**config.mk**
```make
export PLATFORM = sky130hd
export DESIGN_NAME = bpsk_demodulator_top
export DESIGN_NICKNAME = d
export VERILOG_FILES = /design/src/rtl/bpsk_pkg.sv /design/src/rtl/bpsk_integrate_dump.sv /design/src/rtl/bpsk_demodulator_top.sv
export SDC_FILE = /design/constraint.sdc
export NUM_CORES = 1
export LEC_CHECK = 0
export ABC_AREA = 1
export CAP_MARGIN = 30
export CELL_PAD_IN_SITES_DETAIL_PLACEMENT = 1
export CELL_PAD_IN_SITES_GLOBAL_PLACEMENT = 1
export CORE_MARGIN = 3
export CORE_UTILIZATION = 37
export DETAILED_ROUTE_END_ITERATION = 6
export GPL_ROUTABILITY_DRIVEN = 0
export MAX_ROUTING_LAYER = met4
export PLACE_DENSITY = 0.72
export SLEW_MARGIN = 20
export SYNTH_ARGS = -nofsm -noshare
export SYNTH_HDL_FRONTEND = slang
export SYNTH_SLANG_ARGS = --single-unit
```
**constraint.sdc**
```tcl
create_clock -name clk -period 6.5 [get_ports clk]
set_input_delay 1.3 -clock clk [delete_from_list [all_inputs] [get_ports clk]]
set_output_delay 1.3 -clock clk [all_outputs]
set_load 0.01 [all_outputs]
```
**src/rtl/bpsk_pkg.sv**
```systemverilog
// Shared definitions for the BPSK demodulator: FSM state encoding and the
// accumulator width rule used by the top and the integrate-and-dump stage.
package bpsk_pkg;

    typedef enum logic [1:0] {
        IDLE      = 2'd0,
        INTEGRATE = 2'd1,
        DUMP      = 2'd2
    } bpsk_state_e;

    // Full product width plus enough guard bits to sum one whole symbol.
    function automatic int acc_width(input int sample_w, input int samples_per_symbol);
        return 2 * sample_w + $clog2(samples_per_symbol) + 1;
    endfunction

endpackage

```
**src/rtl/bpsk_integrate_dump.sv**
```systemverilog
// Multiply-accumulate for one symbol: signed sample x carrier, full precision,
// loaded on the first sample of a symbol and summed on the rest.
module bpsk_integrate_dump #(
    parameter int SAMPLE_W = 16,
    parameter int ACC_W    = 38
) (
    input  logic                clk,
    input  logic                rst_n,
    input  logic [SAMPLE_W-1:0] i_sample,
    input  logic [SAMPLE_W-1:0] i_carrier,
    input  logic                i_valid,
    input  logic                i_load,
    output logic [ACC_W-1:0]    o_acc
);

    logic signed [2*SAMPLE_W-1:0] w_prod;
    logic        [ACC_W-1:0]      w_prod_ext;
    logic        [ACC_W-1:0]      r_acc;

    assign w_prod     = $signed(i_sample) * $signed(i_carrier);
    assign w_prod_ext = {{(ACC_W-2*SAMPLE_W){w_prod[2*SAMPLE_W-1]}}, w_prod};

    // Loading on the first sample lets back-to-back symbols integrate with no gap.
    always_ff @(posedge clk or negedge rst_n) begin
        if (!rst_n) begin
            r_acc <= '0;
        end else if (i_valid) begin
            r_acc <= i_load ? w_prod_ext : r_acc + w_prod_ext;
        end
    end

    assign o_acc = r_acc;

endmodule

```
**src/rtl/bpsk_demodulator_top.sv**
```systemverilog
// Coherent BPSK demodulator: carrier phase/sample counters, aligned MAC and a
// sign decision per symbol. Define BPSK_DEMOD_DIFF_EN for differential output.
`ifndef FIXDT_64_A_WIDTH
`define FIXDT_64_A_WIDTH 16
`endif
`ifndef CARRIER_SAMPLES_PER_PERIOD
`define CARRIER_SAMPLES_PER_PERIOD 8
`endif

module bpsk_demodulator_top
    import bpsk_pkg::*;
#(
    parameter int SYMBOL_PERIODS = 4
) (
    input  logic                                           clk,
    input  logic                                           rst_n,
    input  logic                                           en,
    input  logic [`FIXDT_64_A_WIDTH-1:0]                   in,
    output logic [$clog2(`CARRIER_SAMPLES_PER_PERIOD)-1:0] cosine_lu,
    input  logic [`FIXDT_64_A_WIDTH-1:0]                   carrier,
    output logic                                           out,
    output logic                                           out_valid,
    output logic [1:0]                                     o_dbg_state
);

    localparam int SAMPLES_PER_SYMBOL = SYMBOL_PERIODS * `CARRIER_SAMPLES_PER_PERIOD;
    localparam int W     = `FIXDT_64_A_WIDTH;
    localparam int CSPP  = `CARRIER_SAMPLES_PER_PERIOD;
    localparam int PH_W  = $clog2(CSPP);
    localparam int SC_W  = (SAMPLES_PER_SYMBOL > 1) ? $clog2(SAMPLES_PER_SYMBOL) : 1;
    localparam int ACC_W = acc_width(W, SAMPLES_PER_SYMBOL);

    // en qualifies in for exactly one cycle (no back-pressure); out_valid is a
    // one-cycle pulse and out holds its value between pulses.
    logic [PH_W-1:0]  r_ph;
    logic [SC_W-1:0]  r_sc;
    logic [W-1:0]     r_sample;
    logic             r_valid;
    logic             r_load;
    logic             r_last;
    bpsk_state_e      r_state;
    logic             r_out;
    logic             r_out_valid;
    logic [ACC_W-1:0] w_acc;
    logic             w_last_acc;
    logic             w_decision;
`ifdef BPSK_DEMOD_DIFF_EN
    logic             r_prev_dec;
`endif

    always_ff @(posedge clk or negedge rst_n) begin
        if (!rst_n) begin
            r_ph <= '0;
            r_sc <= '0;
        end else if (en) begin
            r_ph <= (r_ph == PH_W'(CSPP-1)) ? '0 : r_ph + PH_W'(1);
            r_sc <= (r_sc == SC_W'(SAMPLES_PER_SYMBOL-1)) ? '0 : r_sc + SC_W'(1);
        end
    end

    assign cosine_lu = r_ph;

    // The LUT answers one cycle after cosine_lu, so the sample waits one cycle too.
    always_ff @(posedge clk or negedge rst_n) begin
        if (!rst_n) begin
            r_sample <= '0;
            r_valid  <= 1'b0;
            r_load   <= 1'b0;
            r_last   <= 1'b0;
        end else begin
            r_valid <= en;
            if (en) begin
                r_sample <= in;
                r_load   <= (r_sc == '0);
                r_last   <= (r_sc == SC_W'(SAMPLES_PER_SYMBOL-1));
            end
        end
    end

    bpsk_integrate_dump #(
        .SAMPLE_W (W),
        .ACC_W    (ACC_W)
    ) u_integrate_dump (
        .clk       (clk),
        .rst_n     (rst_n),
        .i_sample  (r_sample),
        .i_carrier (carrier),
        .i_valid   (r_valid),
        .i_load    (r_load),
        .o_acc     (w_acc)
    );

    assign w_last_acc = r_valid & r_last;
    assign w_decision = ~w_acc[ACC_W-1] & (|w_acc);

    // DUMP reads the finished sum while the next symbol may already be loading.
    always_ff @(posedge clk or negedge rst_n) begin
        if (!rst_n) begin
            r_state     <= IDLE;
            r_out       <= 1'b0;
            r_out_valid <= 1'b0;
`ifdef BPSK_DEMOD_DIFF_EN
            r_prev_dec  <= 1'b0;
`endif
        end else begin
            r_out_valid <= 1'b0;
            case (r_state)
                IDLE: begin
                    if (en) r_state <= INTEGRATE;
                end
                INTEGRATE: begin
                    if (w_last_acc) r_state <= DUMP;
                end
                DUMP: begin
                    r_state     <= (en || r_valid) ? INTEGRATE : IDLE;
                    r_out_valid <= 1'b1;
`ifdef BPSK_DEMOD_DIFF_EN
                    r_out       <= w_decision ^ r_prev_dec;
                    r_prev_dec  <= w_decision;
`else
                    r_out       <= w_decision;
`endif
                end
                default: r_state <= IDLE;
            endcase
        end
    end

    assign out         = r_out;
    assign out_valid   = r_out_valid;
    assign o_dbg_state = r_state;

endmodule

```
# == Yosys cells after proc, flatten, opt, wreduce, memory -nomap -nowiden ==
# Cells that the tools add are included.
# totals
ff_bits,69
input_bits,35
out_inout_bits,7
# op_classes
n_addsub,3
multipliers,1
eq_ne,6
n_mux,8
bitwise_logic,3
reduce_logical,5
# op_table
operator,n
38-bit adder,1
38-bit 2-to-1 mux,1
38-bit OR reduction,1
16-bit by 16-bit multiplier with 32-bit output,1
2-bit one-hot mux with 3 select lines,1
"5-bit by 1-bit adder with 5-bit output, second input constant",1
"5-bit == test, second input constant",1
5-bit zero test,1
5-bit 2-to-1 mux,1
2-bit 2-to-1 mux,2
"2-bit != test, second input constant",2
"3-bit by 1-bit adder with 3-bit output, second input constant",1
"3-bit == test, second input constant",1
3-bit 2-to-1 mux,1
1-bit bitwise AND,2
"2-bit by 1-bit == test with 1-bit output, second input constant",1
"2-bit == test, second input constant",1
2-bit zero test,1
1-bit 2-to-1 mux,2
2-bit AND reduction,1
1-bit logical OR,1
1-bit inverter,1

# == Logic depth before layout (Yosys ltp) ==
# Gate-level depths: netlist of the first run.
# depth
ltp_word,3
ltp_mapped,42

# == By module ==
# From an unflattened synthesis of the first run, not the netlist that was laid out.
# hier_totals
cells_unflattened,2351
hier_area_um2,16602.2
# modules_own_cells
mod,instances,cells_each,area_per_inst_um2,seq_area_each_um2
bpsk_integrate_dump,1,2181,15182.1,950.9
bpsk_demodulator_top,1,170,1420.1,775.7

# == Worst setup path after synthesis of the first run ==
# No wires, ideal clock.
# synth_path
kind,input-to-reg
startpoint,input carrier[7]
endpoint,"register u_integrate_dump.r_acc[37], in the netlist u_integrate_dump.o_acc[37]"
setup_time_ps,117
arrival_time_ps,7520
required_time_ps,6383
slack_ps,-1138
cell_stages,36
cell_sequence,clkbuf_1 clkbuf_1 nand2_1 fa_1 inv_1 fa_1 inv_1 fa_1 inv_1 fa_1 inv_1 fa_1 inv_1 fa_1 ha_1 nand2_1 nor2_1 nand2_1 nor2_1 nand2_1 inv_1 nor2_1 nand2_1 nand2_2 ha_1 nand2_1 nor2_1 nand2_1 nor2_1 nand3_1 nand3_1 nand2_1 nand3_1 nand2_1 nand3_1 nand2_1
# synth_via
elab_chain_cells,3
# synth_lines
element,line_no,rtl
from (decl),bpsk_demodulator_top.sv:20,"input logic [`FIXDT_64_A_WIDTH-1:0] carrier,"
16-bit by 16-bit multiplier with 32-bit output (*),bpsk_integrate_dump.sv:20,assign w_prod = $signed(i_sample) * $signed(i_carrier);
38-bit adder,bpsk_integrate_dump.sv:28,r_acc <= i_load ? w_prod_ext : r_acc + w_prod_ext;
38-bit 2-to-1 mux (*),bpsk_integrate_dump.sv:28,
to (signal assigned),bpsk_integrate_dump.sv:28,
to (decl),bpsk_integrate_dump.sv:18,logic [ACC_W-1:0] r_acc;
# Every way passes the cells marked *; elsewhere a longest branch is shown, timed or not.
# A chain may end at the register's enable or synchronous reset.

# == Worst setup path after layout of the first run ==
# layout_path
startpoint,input carrier[3]
endpoint,"register u_integrate_dump.r_acc[37], in the netlist u_integrate_dump.o_acc[37]"
# Same word-level chain as after synthesis.

==> flow_metrics.py, run 1 <==
metrics = {
    "synth": {
        "synth_nets": 2771,
        "seq_area_frac_synth_pct": 10.45,
        "synth.distinct_cells": 48,
        "synth_area_mm2": 0.01652,
        "syn_inst": 2347,
        "ys_seq_elements": 69,
        "postSynthAreaPerCell_um2": 7.039,
        "yosys_warnings": 0,
    },
    "placement": {
        "io_buffers": 41,
        "dpl.hpwl_mm": 48.57,
        "post-place-ws_ns": -2.020,
    },
    "hold_path": {
        "hold_depth": 2,
        "hold_class": "flop to flop",
        "worstHoldStart": "out",
        "min_to": "out",
    },
    "finish": {
        "final_common_cell": "nand2_1",
        "drive_gt1_share_pct": 37.01,
        "fin_util_pct": 56.01,
        "final_cell_mix": "528 x nand2_1, 478 x inv_1, 315 x buf_4",
        "synthToLayoutAreaGrowth_pct": 47.64,
        "nNetsFinal": 3132,
        "diodes": 0,
    },
    "clock_network": {
        "cts.path.max_buffers": 2,
        "cts_tree": "done",
        "insertion_delay_ns": 0.41,
        "cts_max_level": 3,
        "clkSlewWorstSetupHoldPaths_ns": 0.06,
        "cts-root-buf": "clkbuf_16",
        "cts_buffers": 9,
        "cts_sinks": 69,
    },
    "flow_run": {
        "cap_violations": 0,
    },
    "worst_setup_path": {
        "cp_common_cell": "nand2_1",
        "cp.arrival_ns": 8.13,
        "worstReg2RegStart": "r_sample[15]",
        "end_kind": "flop",
        "critPathBufInv": 6,
        "path_max_fanout": 8,
        "max_stage_delay_ns": 0.63,
        "worstReg2RegEnd": "u_integrate_dump.o_acc[37]",
        "crit_family": "adder cells",
        "rrSetupSlack_ns": -0.92,
        "startpoint_type": "primary input",
        "crit_path_top_delay_cell": "fa_1",
        "r2r_cells": 32,
        "crit_type": "primary input to flop",
        "cp.required_ns": 6.78,
    },
    "routing": {
        "finalWirelength_mm": 76.97,
        "drt_first_pass_iters": 7,
        "vias": 18010,
        "via_per_inst": 5.461,
        "wire_per_inst_um": 23.34,
        "drc": 0,
        "ant_nets": 0,
        "drt_iter0_drc": 1401,
    },
    "floorplanning": {
        "io_pins": 42,
        "dieHeight_um": 217.3,
        "dieArea_mm2": 0.04722,
        "std_cell_rows": 76,
        "die_w_um": 217.3,
        "coreArea_mm2": 0.04355,
        "initial_utilization_pct": 37.93,
    },
    "global_route": {
        "gr-usage-met2_pct": 51.96,
        "grt_max_degree": 47,
        "grt_pass1_wl_mm": 107.2,
        "grt_busiest_layer": "met2",
        "grtUsageTotal_pct": 30.08,
        "grt_use_met3_pct": 4.761,
        "grt-ovfl-total": 0,
        "grt_use_met1_pct": 35.04,
        "first_global_vias": 19740,
        "antenna_found_initial": 0,
    },
    "timing": {
        "layout_worst_path_cycle_share_pct": 120.8,
        "setup_viol": 29,
        "fin_skew_ns": 0.03021,
        "max_freq_mhz": 127.4,
        "maxSlewHeadroom_pct": 39.53,
        "worst_pin_slew_ns": 0.9015,
        "min_period_ns": 7.852,
        "rsz0062_at_grt": "yes",
        "slew_violations": 0,
        "hold_violations": 0,
        "setup_ws_ns": -1.352,
    },
    "run_status": {
        "status": "finished, violations left",
        "violations": "setup timing",
    },
}
[synth_stat cells, drive strengths merged]
library cell	count	area [µm²]
xnor2	6	52.55
o21ai	60	315.3
a211oi	1	7.510
a31oi	7	43.79
o21bai	18	146.4
a21oi	90	450.4
nor3	18	100.1
o21a	3	22.52
nor4	12	75.07
nand3b	8	60.06
a31o	2	17.52
clkinv	1	3.750
and2	3	21.27
nor3b	2	20.02
xor2	18	157.7
nor2	162	620.6
o221ai	1	8.760
nand2b	1	6.260
a21boi	1	7.510
nand3	97	490.5
inv	568	2132
buf	8	61.31
o31ai	1	7.510
nand2	686	2580
o211ai	5	37.54
fa	263	5265
nand4	25	156.4
dfrtp	69	1727
a21o	4	31.28
or2	6	37.54
ha	126	1577
clkbuf	75	281.5
[stage by stage]
step                      instances  setup TNS [ns]  hold slack [ns]  area (µm²)
final                          3298          -30.18           0.5107       24390
after global routing           3298          -35.46           0.5460       24390
after CTS                      3267          -19.65           0.5173       23280
after detailed placement       3164          -51.38           0.4903       20620
after global placement         3163          -48.40           0.4796       20590
after floorplan                2347          -12.28           0.4712       17670
[per-layer routing]
| metal | wire length (µm) | vias up | share of wire, % |
|---|---|---|---|
| met2 | 39220 | 794 | 51 |
| li1 | - | 7708 | - |
| met5 | 0 | - | 0 |
| met4 | 4148 | 0 | 5.4 |
| met3 | 4164 | 319 | 5.4 |
| met1 | 29440 | 9190 | 38 |
[what timing repair did]
item	CTS	global route
resized for setup	455	268
cloned	4	0
pin swaps	243	145
hold buffers	0	0
setup buffers	83	36
endpoints found under the setup margin	31	31
[state kept, by name, summed over array words and instances (netlist names)]
signal and flops:
out 1, u_integrate_dump.o_acc 38, r_sc 5, out_valid 1, r_load 1, r_sample 16
cosine_lu 3, o_dbg_state 2, r_last 1, r_valid 1
[cells by family after synthesis]
logic type	after synthesis	synth area share (%)
flops	69	10.45
simple gates	1020	25.23
buf+inv	652	15.00
fa+ha+maj	389	41.41
xor+xnor	24	1.272
compound gates	193	6.634
[worst max-delay path by stage]
stage,from,endpoint,depth (start not counted)
floorplan,carrier[14],u_integrate_dump.o_acc[37],34
global placement,carrier[1],u_integrate_dump.o_acc[25],30
detailed placement,carrier[1],u_integrate_dump.o_acc[37],33
CTS,carrier[3],u_integrate_dump.o_acc[37],34
global route,carrier[6],u_integrate_dump.o_acc[37],32
finish,carrier[3],u_integrate_dump.o_acc[37],32
[area by class of cell]
type | count | area, µm²
clock buffer | 9 | 225.2
clock inverter | 7 | 63.81
fill | 5194 | 19160
inverter | 569 | 2165
multi-input combinational | 1626 | 15490
sequential | 69 | 1727
tap | 585 | 732.0
timing repair buffer | 433 | 3994
[worst register-to-register path: cells and delay by family, from the launching register on]
family,cells,cell delay (ns)
buffers and inverters,6,0.74
AO/OA/AOI/OAI,2,0.39
AND/OR/NAND/NOR,16,1.91
adder cells (fa/ha/maj),8,3.86
flip-flops,1,0.40
Power of run 1 is left out: the tool's default activity adds up to more than one toggle a clock period on the data nets, which glitch-free logic cannot reach.
==> inputs of run 2 (changes only) <==
--- a/config.mk
+++ b/config.mk
@@ -7,14 +7,10 @@
 export LEC_CHECK = 0
 export ABC_AREA = 1
 export CAP_MARGIN = 30
-export CELL_PAD_IN_SITES_DETAIL_PLACEMENT = 1
-export CELL_PAD_IN_SITES_GLOBAL_PLACEMENT = 1
 export CORE_MARGIN = 3
 export CORE_UTILIZATION = 37
 export DETAILED_ROUTE_END_ITERATION = 6
 export GPL_ROUTABILITY_DRIVEN = 0
-export MAX_ROUTING_LAYER = met4
-export PLACE_DENSITY = 0.72
 export SLEW_MARGIN = 20
 export SYNTH_ARGS = -nofsm -noshare
 export SYNTH_HDL_FRONTEND = slang
==> flow_metrics.py, run 2 (same netlist as run 1, synthesis figures left out) <==
metrics = {
    "timing": {
        "min_period_ns": 7.439,
        "slew_violations": 0,
        "layout_worst_path_cycle_share_pct": 114.4,
        "setup_tns_ns": -20.89,
        "fin_skew_ns": 0.01784,
        "max_freq_mhz": 134.4,
        "rsz0062_at_grt": "yes",
        "worst_pin_slew_ns": 0.9512,
        "setup_viol": 28,
        "maxSlewHeadroom_pct": 36.19,
        "setup_ws_ns": -0.9391,
        "hold_violations": 0,
    },
    "finish": {
        "final_cell_mix": "513 x nand2_1, 469 x inv_1, 289 x buf_4",
        "synthToLayoutAreaGrowth_pct": 49.64,
        "fin_cells": 3288,
        "largest_reg_flops": 38,
        "final_common_cell": "nand2_1",
        "final.fill_count": 3783,
        "diodes": 0,
        "drive_gt1_share_pct": 38.14,
        "nNetsFinal": 3122,
    },
    "floorplanning": {
        "std_cell_rows": 76,
        "dieArea_mm2": 0.04722,
        "coreArea_mm2": 0.04355,
        "die_w_um": 217.3,
        "io_pins": 42,
        "initial_utilization_pct": 37.93,
        "dieHeight_um": 217.3,
    },
    "routing": {
        "drt_first_pass_iters": 6,
        "drc": 0,
        "vias": 16330,
        "finalWirelength_mm": 55.69,
        "via_per_inst": 4.965,
        "wire_per_inst_um": 16.94,
        "drt_iter0_drc": 1170,
        "ant_nets": 0,
    },
    "clock_network": {
        "cts_tree": "done",
        "hold_buffers": 0,
        "cts-root-buf": "clkbuf_16",
        "cts_sinks": 69,
        "clkSlewWorstSetupHoldPaths_ns": 0.08,
        "cts_max_level": 3,
        "cts_buffers": 9,
        "cts.path.max_buffers": 2,
        "insertion_delay_ns": 0.39,
    },
    "worst_setup_path": {
        "path_max_fanout": 6,
        "critPathBufInv": 12,
        "crit_family": "adder cells",
        "crit_type": "primary input to flop",
        "end_kind": "flop",
        "cp.arrival_ns": 7.76,
        "cp.required_ns": 6.82,
        "crit_path_top_delay_cell": "fa_1",
        "max_stage_delay_ns": 0.58,
        "startpoint_type": "primary input",
    },
    "flow_run": {
        "cap_violations": 0,
    },
    "global_route": {
        "antenna_found_initial": 0,
        "grtUsageTotal_pct": 23.44,
        "grt_pass1_wl_mm": 88.50,
        "grt-ovfl-total": 0,
        "grt_max_degree": 48,
        "first_global_vias": 17100,
    },
    "run_status": {
        "violations": "setup timing",
        "status": "finished, violations left",
    },
    "hold_path": {
        "hold_class": "flop to flop",
    },
    "placement": {
        "dpl.hpwl_mm": 40.64,
        "post-place-ws_ns": -1.984,
        "io_buffers": 41,
        "dp_cells": 3157,
    },
}
[run 2: cell count changes in the layout (fill, tap and decap cells not counted), sizes merged]
cell	before	now
buf	406	392
bufbuf	1	3
bufinv	0	1
clkbuf	10	11
clkdlybuf4s15	0	1
clkinv	4	3
[run 2: worst reg2reg max path: cells and delay by family (launching register included)]
| kind | cells | cell delay [ns] |
|---|---|---|
| simple gates | 14 | 1.36 |
| buf+inv | 9 | 0.93 |
| compound gates | 4 | 0.65 |
| flops | 1 | 0.55 |
| fa+ha+maj | 8 | 3.42 |
[run 2: final cells by class]
type	count	area, µm²	area share (%)
clock buffers	9	225.2	0.9110
repair buffers	423	4058	16.41
multi-input cells	1626	15740	63.68
clock inverters	7	80.08	0.3239
well taps	585	732.0	2.961
inverters	569	2157	8.726
flip-flops and latches	69	1727	6.985
[run 2: repair_timing]
item                                    CTS  global route
cloned                                    8             0
buffers inserted                         62            53
resized for setup                       450           358
endpoints found under the setup margin   31            31
pin swaps                               178           225
[run 2: metrics by stage]
step                      hold slack (ns)  instance area [µm²]  util, %
after floorplan                    0.4712                17670        -
after global routing               0.5313                24720    56.76
after CTS                          0.5004                23050    52.92
after detailed placement           0.4785                20510    47.09
final                              0.5014                24720    56.76
after global placement             0.4822                20510    47.09
[run 2: final timing paths]
kind	from	end	slack, ns	cells past startpoint
setup / recovery	carrier[6]	u_integrate_dump.o_acc[36]	-0.94	38
hold / removal	o_dbg_state[1]	o_dbg_state[1]	0.50	1
setup reg to reg	r_sample[7]	u_integrate_dump.o_acc[36]	-0.49	35
hold reg to reg	o_dbg_state[1]	o_dbg_state[1]	0.50	1
max in group asynchronous	rst_n	r_sample[11]	4.58	2
min in group asynchronous	rst_n	u_integrate_dump.o_acc[5]	0.83	1
[run 2: per-layer routing]
layer	global-route usage, %	wire, µm	up-vias
li1	-	-	7681
met1	31.73	23980	8064
met2	39.76	26960	487
met3	3.225	3266	93
met4	5.914	1487	0
met5	0	0	-
Power of run 2 is left out for the same reason.
==> inputs of run 3 (changes only) <==
--- a/config.mk
+++ b/config.mk
@@ -6,10 +6,11 @@
 export NUM_CORES = 1
 export LEC_CHECK = 0
 export ABC_AREA = 1
-export CAP_MARGIN = 30
+export CAP_MARGIN = 20
 export CORE_MARGIN = 3
 export CORE_UTILIZATION = 37
 export DETAILED_ROUTE_END_ITERATION = 6
+export DONT_BUFFER_PORTS = 1
 export GPL_ROUTABILITY_DRIVEN = 0
 export SLEW_MARGIN = 20
 export SYNTH_ARGS = -nofsm -noshare
==> flow_metrics.py, run 3 (same netlist as run 1, synthesis figures left out) <==
metrics = {
    "run_status": {
        "status": "finished, violations left",
        "violations": "setup timing",
    },
    "finish": {
        "synthToLayoutAreaGrowth_pct": 38.02,
        "multiInputGateArea_mm2": 0.01533,
        "fin_util_pct": 52.36,
        "nNetsFinal": 2997,
        "drive_gt1_share_pct": 32.43,
        "final_common_cell": "nand2_1",
        "largest_reg_flops": 38,
        "regArea_mm2": 0.001730,
        "final.fill_count": 4074,
        "final_cell_mix": "555 x nand2_1, 501 x inv_1, 262 x buf_4",
    },
    "floorplanning": {
        "dieHeight_um": 217.3,
        "initial_utilization_pct": 37.93,
        "std_cell_rows": 76,
        "coreArea_mm2": 0.04355,
        "die_w_um": 217.3,
        "io_pins": 42,
        "dieArea_mm2": 0.04722,
    },
    "routing": {
        "drt_iter0_drc": 1053,
        "wire_per_inst_um": 16.58,
        "vias": 15830,
        "ant_nets": 0,
        "drc": 0,
        "drt_first_pass_iters": 5,
        "finalWirelength_mm": 52.45,
        "via_per_inst": 5.004,
    },
    "clock_network": {
        "hold_buffers": 0,
        "cts.path.max_buffers": 2,
        "cts_sinks": 69,
        "cts_buffers": 9,
        "clkSlewWorstSetupHoldPaths_ns": 0.08,
        "insertion_delay_ns": 0.39,
        "cts-root-buf": "clkbuf_16",
        "cts_max_level": 3,
        "cts_tree": "done",
    },
    "global_route": {
        "grtUsageTotal_pct": 22.47,
        "antenna_found_initial": 0,
        "grt-ovfl-total": 0,
        "grt_max_degree": 70,
        "grt_pass1_wl_mm": 85.06,
        "first_global_vias": 16420,
    },
    "worst_setup_path": {
        "cp.arrival_ns": 7.42,
        "path_max_fanout": 16,
        "end_kind": "flop",
        "max_stage_delay_ns": 0.64,
        "crit_type": "primary input to flop",
        "cp.required_ns": 6.79,
        "crit_path_top_delay_cell": "fa_2",
        "startpoint_type": "primary input",
    },
    "timing": {
        "slew_violations": 0,
        "maxSlewHeadroom_pct": 44.33,
        "worst_pin_slew_ns": 0.8299,
        "max_freq_mhz": 140.2,
        "setup_ws_ns": -0.6340,
        "whs_ns": 0.5122,
        "hold_violations": 0,
        "fin_skew_ns": 0.02148,
        "rsz0062_at_grt": "yes",
        "setup_viol": 25,
        "min_period_ns": 7.134,
        "layout_worst_path_cycle_share_pct": 109.8,
    },
    "hold_path": {
        "hold_class": "flop to flop",
    },
    "placement": {
        "dpl.hpwl_mm": 40.94,
        "post-place-ws_ns": -1.272,
        "io_buffers": 0,
    },
    "flow_run": {
        "cap_violations": 0,
    },
}
[run 3: changes by cell type in the layout (fill, tap and decap cells not counted), sizes merged]
cell | previous run | this run
diode | 0 | 1
bufinv | 1 | 2
buf | 392 | 298
clkbuf | 11 | 10
clkinvlp | 3 | 1
clkdlybuf4s15 | 1 | 0
bufbuf | 3 | 0
clkdlybuf4s50 | 25 | 0
[run 3: what timing repair did]
item | 4_1_cts | 5_1_grt
resized for setup | 239 | 298
pin swaps | 87 | 181
endpoints found under the setup margin | 28 | 30
setup buffers | 21 | 35
hold endpoints to repair | 0 | 0
[run 3: final timing paths]
path / start / end / slack, ns / depth (start not counted)
min in group asynchronous: rst_n / u_integrate_dump.o_acc[7] / 0.59 / 0
worst min-delay path: r_sc[4] / r_sc[4] / 0.51 / 2
max in group asynchronous: rst_n / u_integrate_dump.o_acc[31] / 5.70 / 0
worst max-delay path: carrier[1] / u_integrate_dump.o_acc[37] / -0.63 / 35
worst min register to register: r_sc[4] / r_sc[4] / 0.51 / 2
worst max register to register: r_sample[9] / u_integrate_dump.o_acc[32] / -0.31 / 34
[run 3: layout make-up]
class,count,area share (%)
antenna,1,0.01097
clock buffer,10,1.048
clock inverter,6,0.4115
inverter,569,9.476
multi-input combinational,1626,67.24
sequential,69,7.589
tap,585,3.210
timing repair buffer,298,11.02
[run 3: metal layers]
layer  global-route usage (%)  wire [µm]
met4                    5.414       1067
met3                    3.602       3006
met2                    37.59      25520
met5                        0          0
met1                    30.64      22860
[run 3: per-stage QoR]
step	area, µm²	setup TNS (ns)	instances
5_1_grt	22800	-17.33	3163
2_1_floorplan	17670	-12.28	2347
3_5_place_dp	19830	-26.15	3093
4_1_cts	21420	-8.665	3130
3_3_place_gp	19830	-25.44	3093
6_report	22800	-11.31	3164
[run 3: critical path, delay by kind of cell]
| kind | cells | cell delay (ns) |
|---|---|---|
| adder cells (fa/ha/maj) | 8 | 3.85 |
| buffers and inverters | 7 | 0.52 |
| AND/OR/NAND/NOR | 20 | 1.73 |
Power of run 3 is left out for the same reason.
